==> src/rtl/div_issue.sv <==
// div_issue: EX-side initiator for the multi-cycle divider handshake.
// Latches a DIV/DIVU, stalls EX while the divider runs, then returns a one-shot HI/LO write.
module div_issue #(
  parameter int unsigned DATA_W  = 32,
  parameter int unsigned TIMEOUT = 40
) (
  input  logic                  clk,
  input  logic                  Rst_n,
  input  logic                  op_valid_i,
  input  logic                  op_signed_i,
  input  logic [DATA_W-1:0]     opdata1_i,
  input  logic [DATA_W-1:0]     opdata2_i,
  input  logic                  flush_i,
  input  logic                  hold_i,
  input  logic [2*DATA_W-1:0]   div_result_i,
  input  logic                  div_ready_i,
  output logic                  div_start_o,
  output logic                  div_annul_o,
  output logic                  div_signed_o,
  output logic [DATA_W-1:0]     div_opdata1_o,
  output logic [DATA_W-1:0]     div_opdata2_o,
  output logic                  stall_req_o,
  output logic                  whilo_o,
  output logic [DATA_W-1:0]     hi_o,
  output logic [DATA_W-1:0]     lo_o,
  output logic                  dbz_o,
  output logic                  timeout_o
);

  localparam int unsigned      RES_W    = 2 * DATA_W;
  localparam int unsigned      CNT_W    = $clog2(TIMEOUT + 1);
  localparam logic [CNT_W-1:0] CNT_LAST = CNT_W'(TIMEOUT - 1);

  typedef enum logic [1:0] {
    S_IDLE = 2'd0,
    S_BUSY = 2'd1,
    S_DONE = 2'd2
  } state_e;

  state_e              state_q, state_d;
  logic [CNT_W-1:0]    cnt_q, cnt_d;
  logic                signed_q, signed_d;
  logic [DATA_W-1:0]   op1_q, op1_d;
  logic [DATA_W-1:0]   op2_q, op2_d;
  logic [DATA_W-1:0]   hi_q, hi_d;
  logic [DATA_W-1:0]   lo_q, lo_d;
  logic                dbz_q, dbz_d;
  logic                timeout_q, timeout_d;
  logic                annul_q, annul_d;

  logic                accept;
  logic                div_by_zero;
  logic                expired;

  assign accept      = op_valid_i & ~flush_i;
  assign div_by_zero = (opdata2_i == '0);
  assign expired     = (cnt_q == CNT_LAST);

  // State register
  always_ff @(posedge clk or posedge Rst_n) begin
    if (Rst_n) begin
      state_q <= S_IDLE;
    end else begin
      state_q <= state_d;
    end
  end

  // Next-state logic: flush beats a simultaneous ready, ready beats the watchdog
  always_comb begin
    state_d = state_q;
    unique case (state_q)
      S_IDLE: begin
        if (accept) begin
          state_d = div_by_zero ? S_DONE : S_BUSY;
        end
      end
      S_BUSY: begin
        if (flush_i) begin
          state_d = S_IDLE;
        end else if (div_ready_i || expired) begin
          state_d = S_DONE;
        end
      end
      S_DONE: begin
        if (flush_i || !hold_i) begin
          state_d = S_IDLE;
        end
      end
      default: state_d = S_IDLE;
    endcase
  end

  // Output logic: stall and the HI/LO write are gated live by flush
  always_comb begin
    stall_req_o = 1'b0;
    whilo_o     = 1'b0;
    unique case (state_q)
      S_IDLE:  stall_req_o = accept;
      S_BUSY:  stall_req_o = ~flush_i;
      S_DONE:  whilo_o     = ~flush_i;
      default: ;
    endcase
  end

  // Operand latch, result capture, watchdog counter and annul pulse
  always_comb begin
    cnt_d     = cnt_q;
    signed_d  = signed_q;
    op1_d     = op1_q;
    op2_d     = op2_q;
    hi_d      = hi_q;
    lo_d      = lo_q;
    dbz_d     = dbz_q;
    timeout_d = timeout_q;
    annul_d   = 1'b0;
    unique case (state_q)
      S_IDLE: begin
        if (accept) begin
          signed_d = op_signed_i;
          op1_d    = opdata1_i;
          op2_d    = opdata2_i;
          cnt_d    = '0;
          dbz_d    = div_by_zero;
          if (div_by_zero) begin
            hi_d = '0;
            lo_d = '0;
          end
        end
      end
      S_BUSY: begin
        cnt_d = cnt_q + CNT_W'(1);
        if (flush_i) begin
          annul_d = 1'b1;
        end else if (div_ready_i) begin
          hi_d = div_result_i[RES_W-1:DATA_W];
          lo_d = div_result_i[DATA_W-1:0];
        end else if (expired) begin
          annul_d   = 1'b1;
          timeout_d = 1'b1;
          hi_d      = '0;
          lo_d      = '0;
        end
      end
      default: ;
    endcase
  end

  always_ff @(posedge clk or posedge Rst_n) begin
    if (Rst_n) begin
      cnt_q     <= '0;
      signed_q  <= 1'b0;
      op1_q     <= '0;
      op2_q     <= '0;
      hi_q      <= '0;
      lo_q      <= '0;
      dbz_q     <= 1'b0;
      timeout_q <= 1'b0;
      annul_q   <= 1'b0;
    end else begin
      cnt_q     <= cnt_d;
      signed_q  <= signed_d;
      op1_q     <= op1_d;
      op2_q     <= op2_d;
      hi_q      <= hi_d;
      lo_q      <= lo_d;
      dbz_q     <= dbz_d;
      timeout_q <= timeout_d;
      annul_q   <= annul_d;
    end
  end

  // Start is decoded from the state register so reset drops it asynchronously
  assign div_start_o   = (state_q == S_BUSY);
  assign div_annul_o   = annul_q;
  assign div_signed_o  = signed_q;
  assign div_opdata1_o = op1_q;
  assign div_opdata2_o = op2_q;
  assign hi_o          = hi_q;
  assign lo_o          = lo_q;
  assign dbz_o         = dbz_q;
  assign timeout_o     = timeout_q;

endmodule

==> config.mk <==
export PLATFORM = sky130hd
export DESIGN_NAME = div_issue
export DESIGN_NICKNAME = d
export VERILOG_FILES = /design/src/rtl/div_issue.sv
export SDC_FILE = /design/constraint.sdc
export NUM_CORES = 1
export LEC_CHECK = 0
export ABC_AREA = 0
export BUFFER_PORTS_ARGS = -buffer_cell sky130_fd_sc_hd__buf_2
export CORE_ASPECT_RATIO = 0.7
export CORE_MARGIN = 4
export CORE_UTILIZATION = 53
export CTS_BUF_LIST = sky130_fd_sc_hd__clkbuf_8
export DETAILED_ROUTE_END_ITERATION = 6
export GPL_TIMING_DRIVEN = 0
export PLACE_DENSITY = 0.95
export RECOVER_POWER = 25
export SLEW_MARGIN = 0
export SYNTH_ARGS = -nofsm -noshare
export SYNTH_HDL_FRONTEND = slang
export SYNTH_SLANG_ARGS = --single-unit
==> constraint.sdc <==
create_clock -name clk -period 7.07 [get_ports clk]
set_input_delay 1.414 -clock clk [delete_from_list [all_inputs] [get_ports clk]]
set_output_delay 1.414 -clock clk [all_outputs]
set_load 0.02 [all_outputs]
* After elaboration in Yosys (flattened, before gate mapping) *
Cells that the tools add are included.

word-level totals
  register bits = 140
  input bits = 135
  output and inout port bits = 135

cells by class
  bitwise gates (word level) = 3
  reduce and logical (&&, ||, !) cells = 11
  $add $sub $neg = 1
  eq/ne operators = 9
  muxes and demuxes = 23

operators by type and width
  kind                   number
  $mux W32               7
  $pmux W32 S2           2
  $logic_not A32 Y1      1
  $pmux W6 S2            1
  $mux W2                5
  $ne A2 B2 Y1 const B   4
  $add A6 B1 Y6 const B  1
  $eq A6 B6 Y1 const B   1
  $mux W6                1
  $ne A3 B2 Y1 const B   2
  $pmux W2 S3            1
  $mux W1                5
  $reduce_and A5 Y1      1
  $reduce_and A2 Y1      2
  $reduce_and A4 Y1      1
  $reduce_and A3 Y1      1
  $eq A2 B1 Y1 const B   1
  $eq A2 B2 Y1 const B   1
  $logic_not A2 Y1       1
  $logic_or A1 B1 Y1     2
  $not A1 Y1             2
  $pmux W1 S2            1
  $reduce_bool A2 Y1     1
  $and A1 B1 Y1          1
  $logic_not A1 Y1       1

* Depth between registers and ports, before layout *
Gate-level depths: netlist (run 1).

  word-level depth = 5
  depth in mapped cells = 9

* Least setup slack after synthesis (run 1) *
Ideal clock, no wire load.

  path kind = input to output
  start = in flush_i
  end = out stall_req_o
  slack = 3,408 ps
  data arrival time = 2,248 ps
  cell stages on the path = 5
  required time = 5,656 ps
  path buffers = 2
  cells stage by stage = nor4b_2 > a21oi_2 > buf_6 > buf_6 > inv_1

on the way
  word-level cells in the longest chain between the ends = 3

RTL lines
  what                    line  source
  start: declaration      13    input logic flush_i,
  $not A1 Y1 (no line) *  -
  $and A1 B1 Y1           55    assign accept = op_valid_i & ~flush_i;
  $pmux W1 S2 *           97    unique case (state_q)
  end: declaration        22    output logic stall_req_o,

Every way passes the cells marked *; elsewhere a longest branch is shown, timed or not.

* Worst setup path in the final report (run 1) *
Same ends and word-level chain as after synthesis.

==> impl_metrics.env, run 1 <==
export IMPL_timing_fmax_mhz=235.5
export IMPL_yosysTopAreaCell="dfrtp_1"
export IMPL_path_depth=7
export IMPL_drc=0
export IMPL_die_h_um=97.12
export IMPL_diodes=0
export IMPL_tightest_slew_ns=3.540
export IMPL_period_share=0.6006
export IMPL_path_buf_inv=5
export IMPL_grt_max_degree=80
export IMPL_cts_max_level=4
export IMPL_endpoint="stall_req_o"
export IMPL_hold_buffers=0
export IMPL_ys_flop_type="dfrtp_1"
export IMPL_cts_buffers=17
export IMPL_pin_count=270
export IMPL_violations="capacitance limit, slew limit"
export IMPL_syn_mean_instance_area_um2=13.92
export IMPL_detail_route_vias_per_cell=5.670
export IMPL_dpl_hpwl_mm=12.82
export IMPL_synth_area_mm2=0.006013
export IMPL_via_count=5024
export IMPL_yosysMostFrequentCell="dfrtp_1"
export IMPL_wl_mm=17.33
export IMPL_root_buffer="clkbuf_8"
export IMPL_setup_tns_ns=0
export IMPL_wl_per_cell_um=19.56
export IMPL_cpMaxStageDelayCell="nor4b_2"
export IMPL_start_kind="input port"
export IMPL_grt_setup_unrepaired="false"
export IMPL_start_util=0.5442
export IMPL_ys_seq_area_frac=0.5826
export IMPL_clock_latency_ns=0.42
export IMPL_irDropWorstVdd_mv=0.2579
export IMPL_synth_common_cells="dfrtp_1, o21a_1, mux2_2, a221o_1, clkbuf_1"
export IMPL_power_density_mw_per_mm2=485.0
export IMPL_critPathMostFrequentCell="buf_6"
export IMPL_min_delay_path_depth=1
export IMPL_relSlewSlack=-1.373
export IMPL_startpoint="flush_i"
export IMPL_setup_viol=0
export IMPL_gp_congestion=0.8494
export IMPL_cts_buffer_depth=2
export IMPL_crit_reg2reg_launch="cnt_q[0]$_DFFE_PP0P_"
export IMPL_async_reset_ff_frac=1.000
export IMPL_std_cell_rows=32
export IMPL_critical_path_arrival_ns=2.83
export IMPL_cellLeakagePower_nw=3.601
export IMPL_min_path_type="reg2reg"
export IMPL_skew_ns=0.01632
export IMPL_hold_viol=0
export IMPL_cts_tree="done"
export IMPL_reg2reg_slack_ns=4.88
export IMPL_die_w_um=135.3
export IMPL_synth_seq_cells=140
export IMPL_area_growth_pct=32.92
export IMPL_cts_setup_buffers=0
export IMPL_path_cells="clkbuf_1 > nor4b_2 > a21oi_2 > buf_6 > buf_6 > inv_1 > buf_2"
export IMPL_cap_violations=1
export IMPL_clk_pin_slew_ns=0.08
export IMPL_grt_pass1_vias=5431
export IMPL_min_period_ns=4.246
export IMPL_antenna_found_initial=0
export IMPL_synth_area_leaders="dfrtp_1, mux2_2, a221o_1"
export IMPL_grt_pass1_wl_mm=27.77
export IMPL_synthDistinctLibCells=33
export IMPL_worstSetupPathType="in2out"
export IMPL_first_pass_iters=5
export IMPL_end_kind="output pin"
export IMPL_worstPathRequired_ns=5.66
export IMPL_r2r_cells=6
export IMPL_synth_edf_count=0
export IMPL_port_buffers=269
export IMPL_total_power_mw=3.876
export IMPL_syn_nets=568
export IMPL_netlist_area_leader_share=0.5826
export IMPL_syn_inst=432
export IMPL_finalCoreUtilization=0.7233
export IMPL_drt_initial_drc_count=277
export IMPL_worstReg2RegEnd="hi_o[21]$_DFFE_PP0P_"
export IMPL_drive_gt1_frac=0.5362
export IMPL_drv_slew=79
export IMPL_coreArea_mm2=0.01105
export IMPL_yosysWarnings=0
export IMPL_overflow=0
export IMPL_status="complete, but fails checks"
export IMPL_grt_use_total=0.2647
export IMPL_die_area_mm2=0.01314
export IMPL_cts_sinks=140
export IMPL_layout_nets=857
export IMPL_cpLargestDelayFamily="buffers and inverters"
export IMPL_slowest_delay_ns=0.59
export IMPL_cts_resized=0
export IMPL_ant_nets=0
export IMPL_crit_path_max_fanout=10
export IMPL_fillerInstances=780
## flip-flops by register name, indices dropped and copies added, names as in the netlist
signal,cells
timeout_o,1
hi_o,32
cnt_q,6
div_signed_o,1
dbz_o,1
div_opdata2_o,32
state_q,2
lo_o,32
div_annul_o,1
div_opdata1_o,32
## cells by family after synthesis
group,share of synthesized area
AOI/OAI and AO/OA,0.2127
xor gates and xnor gates,0.002914
adders and majority gates,0.002080
buffers and inverters,0.04640
DFF,0.5826
muxes,0.1217
and+or+nand+nor,0.03163
## where the power goes
group	total (mW)	switching (mW)	internal [mW]
Sequential	1.37	0.226	1.15
Combinational	1.83	1.04	0.791
Clock	0.671	0.311	0.360
Total	3.88	1.58	2.30
## cell usage in the layout (no fill, tap or decap), types with 4 or more instances in the layout
cell        n
buf_2     273
dfrtp_1   140
o21a_1     68
mux2_2     65
a221o_1    64
clkbuf_8   18
clkbuf_1   16
buf_6      13
nor4_1      9
nand2_1     6
o21ai_0     6
nor2_1      5
buf_4       4
nand3_1     4
clkinv_4    4
## routing by layer
metal  GRT usage  vias up  share of wire
li1            -     2255              -
met2      0.4320      190           0.50
met4      0.1185        0          0.026
met5           0        -              0
met3     0.05694       34          0.057
met1      0.3409     2545           0.41
## layout make-up
type	instances	area, um2	area share
repair buffers	270	1371	0.1716
well taps	153	191.4	0.02395
inverters	5	21.27	0.002661
clock buffers	18	247.7	0.03100
clock inverters	13	167.7	0.02098
plain buffers	37	259.0	0.03240
multi-input cells	250	2231	0.2791
flip-flops and latches	140	3503	0.4383
## worst min path at each step
stage	slack (ns)	startpoint	end
final	0.47	timeout_o$_DFFE_PP0P_	timeout_o$_DFFE_PP0P_
after global routing	0.51	cnt_q[5]$_DFFE_PP0P_	cnt_q[5]$_DFFE_PP0P_
after CTS	0.47	timeout_o$_DFFE_PP0P_	timeout_o$_DFFE_PP0P_
after detailed placement	0.46	timeout_o$_DFFE_PP0P_	timeout_o$_DFFE_PP0P_
after global placement	0.46	cnt_q[5]$_DFFE_PP0P_	cnt_q[5]$_DFFE_PP0P_
after floorplan	0.44	cnt_q[5]$_DFFE_PP0P_	cnt_q[5]$_DFFE_PP0P_
## through the flow
step	instance area, um2	hold slack, ns	instances	setup slack, ns
2_1_floorplan	6013	0.4400	432	1.903
3_3_place_gp	7551	0.4570	854	0.6030
3_5_place_dp	7584	0.4560	855	2.865
4_1_cts	7999	0.4736	886	2.856
5_1_grt	7993	0.5073	886	2.725
6_report	7993	0.4737	886	2.824
Power figures use the tool's default switching activity.
==> run 2, diff against run 1 <==
Settings changed: CORE_UTILIZATION 53 to 44, PLACE_DENSITY 0.95 to 0.84.
Clock period 7.07 ns to 3.4 ns, I/O delays scaled along.
==> run 2 against run 1 <==
Effect of this change:
- the flow still finishes with violations (capacitance limit, slew limit)
- combinational power up 110%
- sequential share of layout area shrank 0.27 points
- count of clock-buffer cells in the layout did not move
- critical endpoint unchanged
- sequential cell count stayed put
- die area grew 19%
- worst hold slack lost 0.014 ns
- first-iteration DRC count down 10%
- critical path depth is the same
- power grew 110%
- sequential power rose by 110%
- clock power grew 100%
==> impl_metrics.env, run 2 (synthesis results as in run 1) <==
export IMPL_grt_use_total=0.2258
export IMPL_gp_congestion=0.8190
export IMPL_layout_nets=859
export IMPL_cts_sinks=140
export IMPL_dpl_cell_count=889
export IMPL_final_area_mm2=0.008041
export IMPL_r2r_cells=5
export IMPL_timing_fmax_mhz=358.5
export IMPL_dpl_hpwl_mm=13.35
export IMPL_skew_ns=0.01425
export IMPL_violations="capacitance limit, slew limit"
export IMPL_layout_common_cells="buf_2, dfrtp_1, o21a_1"
export IMPL_setup_tns_ns=0
export IMPL_grt_max_degree=44
export IMPL_irDropWorstVdd_mv=0.5678
export IMPL_endpoint="stall_req_o"
export IMPL_antenna_found_initial=0
export IMPL_drive_gt1_frac=0.5408
export IMPL_hold_buffers=0
export IMPL_startpoint="state_q[1]$_DFFE_PP0P_"
export IMPL_diodes=0
export IMPL_cellLeakagePower_nw=3.603
export IMPL_worstSetupPathType="reg2out"
export IMPL_final_cells=921
export IMPL_port_buffers=269
export IMPL_overflow=0
export IMPL_finalCoreUtilization=0.6060
export IMPL_drv_slew=34
export IMPL_drc=0
export IMPL_tightest_slew_ns=1.882
export IMPL_pin_count=270
export IMPL_place_area_mm2=0.007655
export IMPL_end_kind="output pin"
export IMPL_ant_nets=0
export IMPL_whs_ns=0.4593
export IMPL_cts_max_level=4
export IMPL_relSlewSlack=-0.2550
export IMPL_clock_latency_ns=0.42
export IMPL_via_count=5008
export IMPL_final_common_cell="buf_2"
export IMPL_cts_buffers=17
export IMPL_hold_viol=0
export IMPL_min_period_ns=2.790
export IMPL_area_growth_pct=33.73
export IMPL_wl_mm=17.42
export IMPL_root_buffer="clkbuf_8"
export IMPL_min_path_type="in2async"
export IMPL_die_h_um=105.8
export IMPL_drt_initial_drc_count=249
export IMPL_critical_path_arrival_ns=2.11
export IMPL_place_ws_ns=0.6249
export IMPL_multi_input_area_mm2=0.002231
export IMPL_grt_setup_unrepaired="false"
export IMPL_period_share=0.8205
export IMPL_total_power_mw=7.994
export IMPL_cts_tree="done"
export IMPL_status="complete, but fails checks"
export IMPL_die_area_mm2=0.01563
export IMPL_grt_pass1_wl_mm=28.36
export IMPL_power_density_mw_per_mm2=994.1
export IMPL_worstReg2RegEnd="div_opdata2_o[0]$_DFFE_PP0P_"
export IMPL_coreArea_mm2=0.01327
export IMPL_reg2reg_slack_ns=1.21
export IMPL_clk_pin_slew_ns=0.09
export IMPL_cts_buffer_depth=2
export IMPL_worstPathRequired_ns=2.72
export IMPL_fillerInstances=1077
export IMPL_cts_setup_buffers=0
export IMPL_start_kind="flop"
export IMPL_first_pass_iters=4
export IMPL_setup_ws_ns=0.6103
export IMPL_setup_viol=0
export IMPL_grt_pass1_vias=5480
export IMPL_cts_resized=0
export IMPL_die_w_um=147.7
export IMPL_crit_path_max_fanout=10
export IMPL_regArea_mm2=0.003503
export IMPL_start_util=0.4532
export IMPL_crit_reg2reg_launch="state_q[1]$_DFFE_PP0P_"
export IMPL_wl_per_cell_um=18.91
export IMPL_cap_violations=1
export IMPL_detail_route_vias_per_cell=5.438
export IMPL_std_cell_rows=35
## run 2: cell types whose count changed in the layout (fill, tap and decap cells not counted), sizes merged
| cell | change |
|---|---|
| buf | +3 |
| inv | +3 |
| clkinv | -2 |
| bufinv | -1 |
| clkbuf | -1 |
| clkinvlp | +1 |
## run 2: power breakdown
part           total [mW]  switching (mW)  internal, mW
sequential           2.85           0.467          2.38
clock                1.35           0.664         0.685
combinational        3.80            2.15          1.64
total                7.99            3.28          4.71
## run 2: routing by layer
| metal | global-route usage | wire, um |
|---|---|---|
| met1 | 0.2990 | 7335 |
| met2 | 0.3611 | 8332 |
| met3 | 0.06317 | 1399 |
| met4 | 0.07380 | 352 |
| met5 | 0 | 0 |
## run 2: cell type report
class / count / share of cell area
plain buffers: 37 / 0.03221
clock buffers: 18 / 0.03081
clock inverters: 14 / 0.01960
inverters: 5 / 0.002645
multi-input cells: 250 / 0.2774
flip-flops and latches: 140 / 0.4357
well taps: 185 / 0.02878
repair buffers: 272 / 0.1729
## run 2: critical path, stage by stage, from the launching register on
cell	delay, ns
dfrtp_1	0.37
buf_2	0.17
nor4b_2	0.53
a21oi_2	0.10
buf_6	0.19
buf_6	0.14
inv_1	0.05
buf_2	0.15
## run 2: how the worst min path moves through the flow
| stage | startpoint | endpoint | slack [ns] | cells past startpoint |
|---|---|---|---|---|
| after floorplan | cnt_q[5]$_DFFE_PP0P_ | cnt_q[5]$_DFFE_PP0P_ | 0.44 | 1 |
| after global placement | cnt_q[5]$_DFFE_PP0P_ | cnt_q[5]$_DFFE_PP0P_ | 0.46 | 1 |
| after detailed placement | cnt_q[5]$_DFFE_PP0P_ | cnt_q[5]$_DFFE_PP0P_ | 0.48 | 1 |
| after CTS | Rst_n | hi_o[23]$_DFFE_PP0P_ | 0.30 | 2 |
| after global routing | div_result_i[36] | hi_o[4]$_DFFE_PP0P_ | 0.45 | 2 |
| final | Rst_n | hi_o[23]$_DFFE_PP0P_ | 0.46 | 2 |
